### src/rtl/multicycle_control_if.sv
// Control bus between the multi-cycle sequencer and the RISC datapath.
//
// Handshake: the sequencer raises mem_read or mem_write, with i_or_d
// selecting the address, and holds all of them steady until the memory
// answers with mem_ready. A transfer completes in the cycle where a strobe
// and mem_ready are both high. mem_ready has no meaning while no strobe is up.
//
// Signals:
//   opcode        IR[15:13] from the instruction register (datapath -> ctrl)
//   mem_ready     memory finishes the current access this cycle
//   pc_write      unconditional PC load
//   pc_write_cond PC load qualified by ALU zero in the datapath
//   pc_source     00 ALU result, 01 ALUOut, 10 jump target
//   i_or_d        memory address: 0 PC, 1 ALUOut
//   mem_read      memory read strobe
//   mem_write     memory write strobe
//   ir_write      instruction register load
//   reg_dst       destination register: 0 rt, 1 rd
//   mem_to_reg    write-back source: 0 ALUOut, 1 MDR
//   reg_write     register-file write enable
//   alu_src_a     ALU A operand: 0 PC, 1 reg A
//   alu_src_b     ALU B operand: 00 reg B, 01 constant 1, 10 sign-ext imm
//   alu_op        00 add, 01 sub, 10 funct-decoded
interface multicycle_control_if;
  logic [2:0] opcode;
  logic       mem_ready;
  logic       pc_write;
  logic       pc_write_cond;
  logic [1:0] pc_source;
  logic       i_or_d;
  logic       mem_read;
  logic       mem_write;
  logic       ir_write;
  logic       reg_dst;
  logic       mem_to_reg;
  logic       reg_write;
  logic       alu_src_a;
  logic [1:0] alu_src_b;
  logic [1:0] alu_op;

  // Sequencer side.
  modport master (
    input  opcode, mem_ready,
    output pc_write, pc_write_cond, pc_source, i_or_d, mem_read, mem_write,
           ir_write, reg_dst, mem_to_reg, reg_write, alu_src_a, alu_src_b,
           alu_op
  );

  // Datapath / memory side.
  modport slave (
    output opcode, mem_ready,
    input  pc_write, pc_write_cond, pc_source, i_or_d, mem_read, mem_write,
           ir_write, reg_dst, mem_to_reg, reg_write, alu_src_a, alu_src_b,
           alu_op
  );
endinterface

### src/rtl/multicycle_control_fsm.sv
// Multi-cycle control sequencer for the RISC datapath. Steps each instruction
// through fetch, decode, execute, memory and write-back phases so a single
// ALU and a single memory port are time-shared across phases.
//
// Ports:
//   clk           rising-edge clock
//   rst           synchronous, active-high reset
//   bus           control bus (master side), see multicycle_control_if
//   halted        HALT executed; sticky until reset
//   illegal_op    one-cycle pulse when opcode 110 is decoded
//   instr_retired count of completed instructions, wraps to 0
//   state         current state encoding, for debug
module multicycle_control_fsm #(
  parameter int CNT_W = 16
) (
  input  logic                     clk,
  input  logic                     rst,
  multicycle_control_if.master     bus,
  output logic                     halted,
  output logic                     illegal_op,
  output logic [CNT_W-1:0]         instr_retired,
  output logic [3:0]               state
);

  typedef enum logic [3:0] {
    FETCH    = 4'd0,
    DECODE   = 4'd1,
    MEM_ADDR = 4'd2,
    MEM_RD   = 4'd3,
    MEM_WB   = 4'd4,
    MEM_WR   = 4'd5,
    R_EX     = 4'd6,
    R_WB     = 4'd7,
    BRANCH   = 4'd8,
    JUMP     = 4'd9,
    I_EX     = 4'd10,
    I_WB     = 4'd11,
    HALT     = 4'd12
  } state_t;

  localparam logic [CNT_W-1:0] CNT_ONE = {{(CNT_W-1){1'b0}}, 1'b1};

  state_t           stateQ, stateD;
  logic [CNT_W-1:0] retiredQ;
  logic             retire;

  logic       pcWrite, pcWriteCond, iOrD, memRead, memWrite, irWrite;
  logic       regDst, memToReg, regWrite, aluSrcA;
  logic [1:0] pcSource, aluSrcB, aluOp;
  logic       haltedD, illegalD;

  always_ff @(posedge clk) begin
    if (rst) begin
      stateQ   <= FETCH;
      retiredQ <= '0;
    end else begin
      stateQ <= stateD;
      if (retire) retiredQ <= retiredQ + CNT_ONE;
    end
  end

  always_comb begin
    stateD      = stateQ;
    retire      = 1'b0;
    pcWrite     = 1'b0;
    pcWriteCond = 1'b0;
    pcSource    = 2'b00;
    iOrD        = 1'b0;
    memRead     = 1'b0;
    memWrite    = 1'b0;
    irWrite     = 1'b0;
    regDst      = 1'b0;
    memToReg    = 1'b0;
    regWrite    = 1'b0;
    aluSrcA     = 1'b0;
    aluSrcB     = 2'b00;
    aluOp       = 2'b00;
    haltedD     = 1'b0;
    illegalD    = 1'b0;

    case (stateQ)
      FETCH: begin
        // ALU computes PC+1 while memory returns the instruction.
        memRead = 1'b1;
        aluSrcB = 2'b01;
        if (bus.mem_ready) begin
          irWrite = 1'b1;
          pcWrite = 1'b1;
          stateD  = DECODE;
        end
      end
      DECODE: begin
        // Branch target PC+imm is precomputed into ALUOut here.
        aluSrcB = 2'b10;
        case (bus.opcode)
          3'b000:         stateD = R_EX;
          3'b001:         stateD = I_EX;
          3'b010, 3'b011: stateD = MEM_ADDR;
          3'b100:         stateD = BRANCH;
          3'b101:         stateD = JUMP;
          3'b110: begin
            illegalD = 1'b1;
            stateD   = FETCH;
          end
          default: begin
            // HALT counts as retired on entry.
            retire = 1'b1;
            stateD = HALT;
          end
        endcase
      end
      MEM_ADDR: begin
        aluSrcA = 1'b1;
        aluSrcB = 2'b10;
        stateD  = (bus.opcode == 3'b011) ? MEM_WR : MEM_RD;
      end
      MEM_RD: begin
        memRead = 1'b1;
        iOrD    = 1'b1;
        if (bus.mem_ready) stateD = MEM_WB;
      end
      MEM_WB: begin
        regWrite = 1'b1;
        memToReg = 1'b1;
        retire   = 1'b1;
        stateD   = FETCH;
      end
      MEM_WR: begin
        memWrite = 1'b1;
        iOrD     = 1'b1;
        if (bus.mem_ready) begin
          retire = 1'b1;
          stateD = FETCH;
        end
      end
      R_EX: begin
        aluSrcA = 1'b1;
        aluOp   = 2'b10;
        stateD  = R_WB;
      end
      R_WB: begin
        regWrite = 1'b1;
        regDst   = 1'b1;
        retire   = 1'b1;
        stateD   = FETCH;
      end
      BRANCH: begin
        aluSrcA     = 1'b1;
        aluOp       = 2'b01;
        pcWriteCond = 1'b1;
        pcSource    = 2'b01;
        retire      = 1'b1;
        stateD      = FETCH;
      end
      JUMP: begin
        pcWrite  = 1'b1;
        pcSource = 2'b10;
        retire   = 1'b1;
        stateD   = FETCH;
      end
      I_EX: begin
        aluSrcA = 1'b1;
        aluSrcB = 2'b10;
        stateD  = I_WB;
      end
      I_WB: begin
        regWrite = 1'b1;
        retire   = 1'b1;
        stateD   = FETCH;
      end
      HALT: begin
        haltedD = 1'b1;
      end
      default: stateD = FETCH;
    endcase

    // Reset silences every control output immediately, whatever state the
    // register still holds, so a mid-access reset cannot write memory.
    if (rst) begin
      pcWrite     = 1'b0;
      pcWriteCond = 1'b0;
      pcSource    = 2'b00;
      iOrD        = 1'b0;
      memRead     = 1'b0;
      memWrite    = 1'b0;
      irWrite     = 1'b0;
      regDst      = 1'b0;
      memToReg    = 1'b0;
      regWrite    = 1'b0;
      aluSrcA     = 1'b0;
      aluSrcB     = 2'b00;
      aluOp       = 2'b00;
      haltedD     = 1'b0;
      illegalD    = 1'b0;
    end
  end

  assign bus.pc_write      = pcWrite;
  assign bus.pc_write_cond = pcWriteCond;
  assign bus.pc_source     = pcSource;
  assign bus.i_or_d        = iOrD;
  assign bus.mem_read      = memRead;
  assign bus.mem_write     = memWrite;
  assign bus.ir_write      = irWrite;
  assign bus.reg_dst       = regDst;
  assign bus.mem_to_reg    = memToReg;
  assign bus.reg_write     = regWrite;
  assign bus.alu_src_a     = aluSrcA;
  assign bus.alu_src_b     = aluSrcB;
  assign bus.alu_op        = aluOp;

  assign halted        = haltedD;
  assign illegal_op    = illegalD;
  assign instr_retired = retiredQ;
  assign state         = stateQ;

endmodule

### src/flat_wrapper.sv
// flat-port wrapper written by rule: the top's interface ports become plain ports
module multicycle_control_fsm_flat 
#(
  parameter int CNT_W = 16
)
  (clk, rst, halted, illegal_op, instr_retired, state, bus_opcode, bus_mem_ready, bus_pc_write, bus_pc_write_cond, bus_pc_source, bus_i_or_d, bus_mem_read, bus_mem_write, bus_ir_write, bus_reg_dst, bus_mem_to_reg, bus_reg_write, bus_alu_src_a, bus_alu_src_b, bus_alu_op);
  multicycle_control_if bus_i ();
  input  logic clk;
  input  logic rst;
  output logic halted;
  output logic illegal_op;
  output logic [CNT_W-1:0] instr_retired;
  output logic [3:0] state;
  input wire logic [$bits(bus_i.opcode)-1:0] bus_opcode;
  input wire logic [$bits(bus_i.mem_ready)-1:0] bus_mem_ready;
  output wire logic [$bits(bus_i.pc_write)-1:0] bus_pc_write;
  output wire logic [$bits(bus_i.pc_write_cond)-1:0] bus_pc_write_cond;
  output wire logic [$bits(bus_i.pc_source)-1:0] bus_pc_source;
  output wire logic [$bits(bus_i.i_or_d)-1:0] bus_i_or_d;
  output wire logic [$bits(bus_i.mem_read)-1:0] bus_mem_read;
  output wire logic [$bits(bus_i.mem_write)-1:0] bus_mem_write;
  output wire logic [$bits(bus_i.ir_write)-1:0] bus_ir_write;
  output wire logic [$bits(bus_i.reg_dst)-1:0] bus_reg_dst;
  output wire logic [$bits(bus_i.mem_to_reg)-1:0] bus_mem_to_reg;
  output wire logic [$bits(bus_i.reg_write)-1:0] bus_reg_write;
  output wire logic [$bits(bus_i.alu_src_a)-1:0] bus_alu_src_a;
  output wire logic [$bits(bus_i.alu_src_b)-1:0] bus_alu_src_b;
  output wire logic [$bits(bus_i.alu_op)-1:0] bus_alu_op;
  assign bus_i.opcode = bus_opcode;
  assign bus_i.mem_ready = bus_mem_ready;
  assign bus_pc_write = bus_i.pc_write;
  assign bus_pc_write_cond = bus_i.pc_write_cond;
  assign bus_pc_source = bus_i.pc_source;
  assign bus_i_or_d = bus_i.i_or_d;
  assign bus_mem_read = bus_i.mem_read;
  assign bus_mem_write = bus_i.mem_write;
  assign bus_ir_write = bus_i.ir_write;
  assign bus_reg_dst = bus_i.reg_dst;
  assign bus_mem_to_reg = bus_i.mem_to_reg;
  assign bus_reg_write = bus_i.reg_write;
  assign bus_alu_src_a = bus_i.alu_src_a;
  assign bus_alu_src_b = bus_i.alu_src_b;
  assign bus_alu_op = bus_i.alu_op;
  multicycle_control_fsm #(.CNT_W(CNT_W)) u_core (.clk(clk), .rst(rst), .bus(bus_i), .halted(halted), .illegal_op(illegal_op), .instr_retired(instr_retired), .state(state));
endmodule
### config.mk
export PLATFORM = sky130hd
export DESIGN_NAME = multicycle_control_fsm_flat
export DESIGN_NICKNAME = d
export VERILOG_FILES = /design/src/rtl/multicycle_control_if.sv /design/src/rtl/multicycle_control_fsm.sv /design/src/flat_wrapper.sv
export SDC_FILE = /design/constraint.sdc
export NUM_CORES = 1
export LEC_CHECK = 0
export ABC_AREA = 1
export BUFFER_PORTS_ARGS = -buffer_cell sky130_fd_sc_hd__buf_2
export CAP_MARGIN = 20
export CELL_PAD_IN_SITES_DETAIL_PLACEMENT = 1
export CELL_PAD_IN_SITES_GLOBAL_PLACEMENT = 2
export CORE_ASPECT_RATIO = 1.25
export CORE_MARGIN = 2
export CORE_UTILIZATION = 28
export DETAILED_ROUTE_END_ITERATION = 7
export PLACE_DENSITY = 0.82
export SETUP_SLACK_MARGIN = 0.5
export SYNTH_ARGS = -nofsm -noshare
export SYNTH_HDL_FRONTEND = slang
export SYNTH_SLANG_ARGS = --single-unit
### constraint.sdc
create_clock -name clk -period 2.7 [get_ports clk]
set_input_delay 0 -clock clk [delete_from_list [all_inputs] [get_ports clk]]
set_output_delay 0 -clock clk [all_outputs]
set_load 0.05 [all_outputs]
# Word-level counts from Yosys, hierarchy flattened
# Cells that the tools add are included.
# Widths: inputs -> output; s select.
[totals]
ff_bits = 20
input_bits = 6
word_cells = 76
[classes]
eq_ne = 21
add_sub_neg = 1
muxes = 40
reduce_logical = 11
bitwise = 1
[ops]
columns = ["operator", "n"]
rows = [
  ["$pmux 4 s8", 1],
  ["$mux 1", 26],
  ["$pmux 4 s6", 1],
  ["$eq 4x4->1 const B", 5],
  ["$add 16x1->16 const B", 1],
  ["$eq 4x3->1 const B", 4],
  ["$mux 4", 3],
  ["$pmux 2 s2", 3],
  ["$eq 3x3->1 const B", 3],
  ["$eq 4x2->1 const B", 2],
  ["$reduce_or 7->1", 1],
  ["$eq 3x2->1 const B", 2],
  ["$mux 2", 3],
  ["$ne 2x2->1 const B", 3],
  ["$reduce_or 2->1", 3],
  ["$reduce_or 3->1", 2],
  ["$reduce_or 5->1", 1],
  ["$eq 4x1->1 const B", 1],
  ["$logic_not 4->1", 1],
  ["$reduce_and 4->1", 1],
  ["$reduce_or 4->1", 1],
  ["$eq 3x1->1 const B", 1],
  ["$logic_not 3->1", 1],
  ["$mux 3", 1],
  ["other kinds (3)", 3],
]

# Logic depth before layout (Yosys ltp)
[logic_depth]
depth_word = 4
depth_mapped = 10
mapped_depth_nobuf = 9

# Worst setup path after synthesis
# No wires, ideal clock.
[synth_path]
path_kind = "register -> output"
from = "register u_core.stateQ[0], in the netlist u_core.state[0]"
to = "output port illegal_op"
t_required_ps = 2700
t_arrival_ps = 2510
stages_incl_launch_ff = 5
path_slack_ps = 190
cell_sequence = "dfxtp_1 > inv_1 > nor2_2 > nand2_1 > nor4_1"
[synth_via]
elab_chain_len = 3
[synth_lines]
columns = ["element", "line_no", "source"]
rows = [
  ["start: declaration", "multicycle_control_fsm.sv:43", "state_t stateQ, stateD;"],
  ["start signal: assignment", "multicycle_control_fsm.sv:57", "stateQ <= stateD;"],
  ["$eq 4x1->1", "multicycle_control_fsm.sv:81", "case (stateQ)"],
  ["$mux 1", "multicycle_control_fsm.sv:81", ""],
  ["$mux 1", "multicycle_control_fsm.sv:179", "if (rst) begin"],
  ["end: declaration", "flat_wrapper.sv:11", "output logic illegal_op;"],
]
# No other way between the ends.

# Final worst setup path
[layout_path]
from = "register u_core.stateQ[3], in the netlist u_core.state[3]"
to = "output port bus_pc_write"
[layout_via]
elab_chain_len = 3
elab_cells_between_ends = 4
cone_classes = "1 x eq/ne; 2 x mux; 1 x reduce/logical"
[layout_lines]
columns = ["element", "line_no", "source"]
rows = [
  ["$eq 4x4->1 or $logic_not 4->1 (tied branches)", "multicycle_control_fsm.sv:81", ""],
  ["$pmux 1 s2 (*)", "multicycle_control_fsm.sv:81", ""],
  ["$mux 1 (*)", "multicycle_control_fsm.sv:179", ""],
  ["end: declaration", "flat_wrapper.sv:16", "output wire logic [$bits(bus_i.pc_write)-1:0] bus_pc_write;"],
]
# Every way passes the cells marked *; elsewhere a longest branch is shown, timed or not.

==> results.md <==
- Status: complete, no violations
- Mapped Cells: 251
- Commonest cells after routing, fill and taps aside: 79 x nand2_1, 43 x buf_2, 35 x nor2_1
- Unrepaired setup endpoints after global routing: no
- Post-synth EDFFs: 0
- Max cap viols: 0
- Horiz. Die Dim: 69.8 um
- H-tree levels: 1
- Vias: 1678
- Delay of the slowest cell on the worst path: 0.37 ns
- Critical path class: flip-flop to output pin
- #FFs+latches synth: 20
- Drt wl/cell: 13.1 um
- DIE HEIGHT: 86.2 um
- P&R area growth vs syn: 19.2%
- Unique masters post-synth: 25
- Synthesized area per cell: 6.04 um2
- Crit. End Element: output pin
- Slew headroom: 0.495
- WP data arrival: 1.75 ns
- Skew-Pair Late Insertion Delay: 0.26 ns
- ANT cells: 0
- Post-CTS setup buffers: 0
- Synth async-reset ratio: 0
- # setup viols final: 0
- CTS tree: done
- Routed wire length: 4590 um
- Largest net degree at the start of global routing: 36
- Clk_skew: 0.00179 ns
- Period minus WS final: 1.75 ns
- Core area: 5150 um2
- Crit-path max FO: 6
- Worst-path cell chain: nor2_1, nand2_1, nor2_1, inv_1, a21oi_1, buf_2
- Drt pass-1 iters: 4
- Total gr overflow: 0
- Total I/O pin count: 44
- Critical path endpoint: bus_pc_write
- Clock slew seen by the registers of the worst setup and hold paths: 0.08 ns
- Nets@finish: 298
- Fillers: 714
- Placed Cells: 348
- Area of the multi-input gates: 975 um2
- Post-route ant nets: 0
- GP Congestion: 0.789
- Fin cells: 351
- Post-Route Setup TNS: 0 ns
- Max Clk Rate: 570 MHz
- Critical path depth: 6
- Max IR drop VDD: 0.153 mV
- 1st-iter DRT viols: 35
- CTS Hold Bufs: 0
- Initial antenna violation count: 0
- DRC viols: 0
- Vias in the first global route: 1632
- Worst Hold Class: input port to flip-flop
- Period Utilization, post-route: 0.650
- CP startpoint: u_core.state[3]$_SDFFE_PP0P_
- R2r startpoint: u_core.state[3]$_SDFFE_PP0P_
- Clock buffer count from CTS: 3
- Leak Pwr: 0.837 nW
- Port Buffers: 43
- Slew @ Worst Pin: 0.757 ns
- Syn_nets: 258
- Slowest cell on crit path: dfxtp_1
- First-pass GRT wire length: 7790 um
- Hold WS: 0.0823 ns
- Core Rows: 29
- CTS max path bufs: 2
- CP delay by family, top: simple AND/OR/NAND/NOR gates
- Critical Path Source Type: flip-flop
- Reg2reg end: u_core.instr_retired[4]$_SDFFE_PP0P_
- Final core occ: 0.351
- Clock root buffer: clkbuf_8
- DR vias/cell: 4.78
- R2r setup slk: 1.04 ns
- Seq/Total Area, Yosys: 0.264
- Starting Density: 0.294
- Critical Path RT: 2.70 ns
- Post-Syn Area: 1520 um2
- Crit path buf inv count: 2
- All-Layer GR Usage: 0.159
- Die area: 6020 um2
- Share of cells above drive strength 1: 0.266
- Final hold viol count: 0
- Dpl hpwl: 3630 um
- YS warnings: 0
- Worst Reg2Reg Path Length in Cells: 8
- FF/Latch Area: 400 um2
- PostCTS Resize Cnt: 0
- Top_reg_cell synth: dfxtp_1
- Commonest non-fill, non-tap cell in the layout: nand2_1
- Clock sinks: 20
- CP dominant cell by count: nor2_1
- Power Density: 439 nW/um2
- Max Transition Viols Final: 0
## tightest hold or removal path, cell delays in order
cell and delay, ns:
buf_2 0.11, o21ai_0 0.08, inv_1 0.05, a21oi_1 0.05
## state kept, by name, summed over array words and instances (netlist names)
register / count
u_core.state: 4
u_core.instr_retired: 16
## metrics by stage
stage	area, um2	power, mW	worst slack, ns
finish	1810	0.792	0.945
global route	1810	0.840	0.740
CTS	1810	0.806	0.923
detailed placement	1770	0.599	1.03
global placement	1770	0.599	1.05
floorplan	1520	0.540	0.594
## logic make-up after synthesis
| family | after synthesis | share of synthesized area |
|---|---|---|
| and+or+nand+nor | 160 | 0.467 |
| buffers and inverters | 34 | 0.0966 |
| AOI/OAI and AO/OA | 29 | 0.123 |
| DFF | 20 | 0.264 |
| xor gates and xnor gates | 7 | 0.0405 |
| adders and majority gates | 1 | 0.00826 |
## layer usage
metal	global-route usage	vias to the layer above	routed length, um
li1	-	870	-
met1	0.193	772	2020
met2	0.298	31	2380
met3	0.0140	5	136
met4	0.0490	0	55
met5	0	-	0
## synth_stat cells, drive strengths merged, types with 3 or more instances
master | number | area (um2)
nand2 | 92 | 378
nor2 | 38 | 155
inv | 26 | 97.6
a21oi | 22 | 148
dfxtp | 20 | 400
nand3 | 18 | 90.1
nand4 | 6 | 37.5
buf | 5 | 37.5
o21ai | 4 | 20.0
xnor2 | 4 | 35.0
a31oi | 3 | 18.8
clkbuf | 3 | 11.3
nor3 | 3 | 15.0
xor2 | 3 | 26.3
## report_power, final
group          internal, mW  switching (mW)
registers             0.305          0.0161
clock network        0.0997           0.105
logic                0.0583           0.208
total                 0.463           0.329
## area by class of cell
type,instances,share of cell area
multi-input combinational,197,0.539
inverter,26,0.0540
timing repair buffer,43,0.119
clock buffer,3,0.0229
tap,62,0.0429
sequential,20,0.222
## how the worst min path moves through the flow
stage / start / to / slack [ns] / depth (start not counted)
after global placement: bus_mem_ready / u_core.state[2]$_SDFFE_PP0P_ / 0.37 / 4
after global routing: bus_mem_ready / u_core.state[2]$_SDFFE_PP0P_ / 0.13 / 4
after floorplan: bus_mem_ready / u_core.state[1]$_SDFFE_PP0P_ / 0.21 / 3
after detailed placement: bus_mem_ready / u_core.state[2]$_SDFFE_PP0P_ / 0.36 / 4
after CTS: bus_mem_ready / u_core.state[2]$_SDFFE_PP0P_ / 0.08 / 4
final: bus_mem_ready / u_core.state[2]$_SDFFE_PP0P_ / 0.08 / 4
Power figures use the tool's default switching activity.
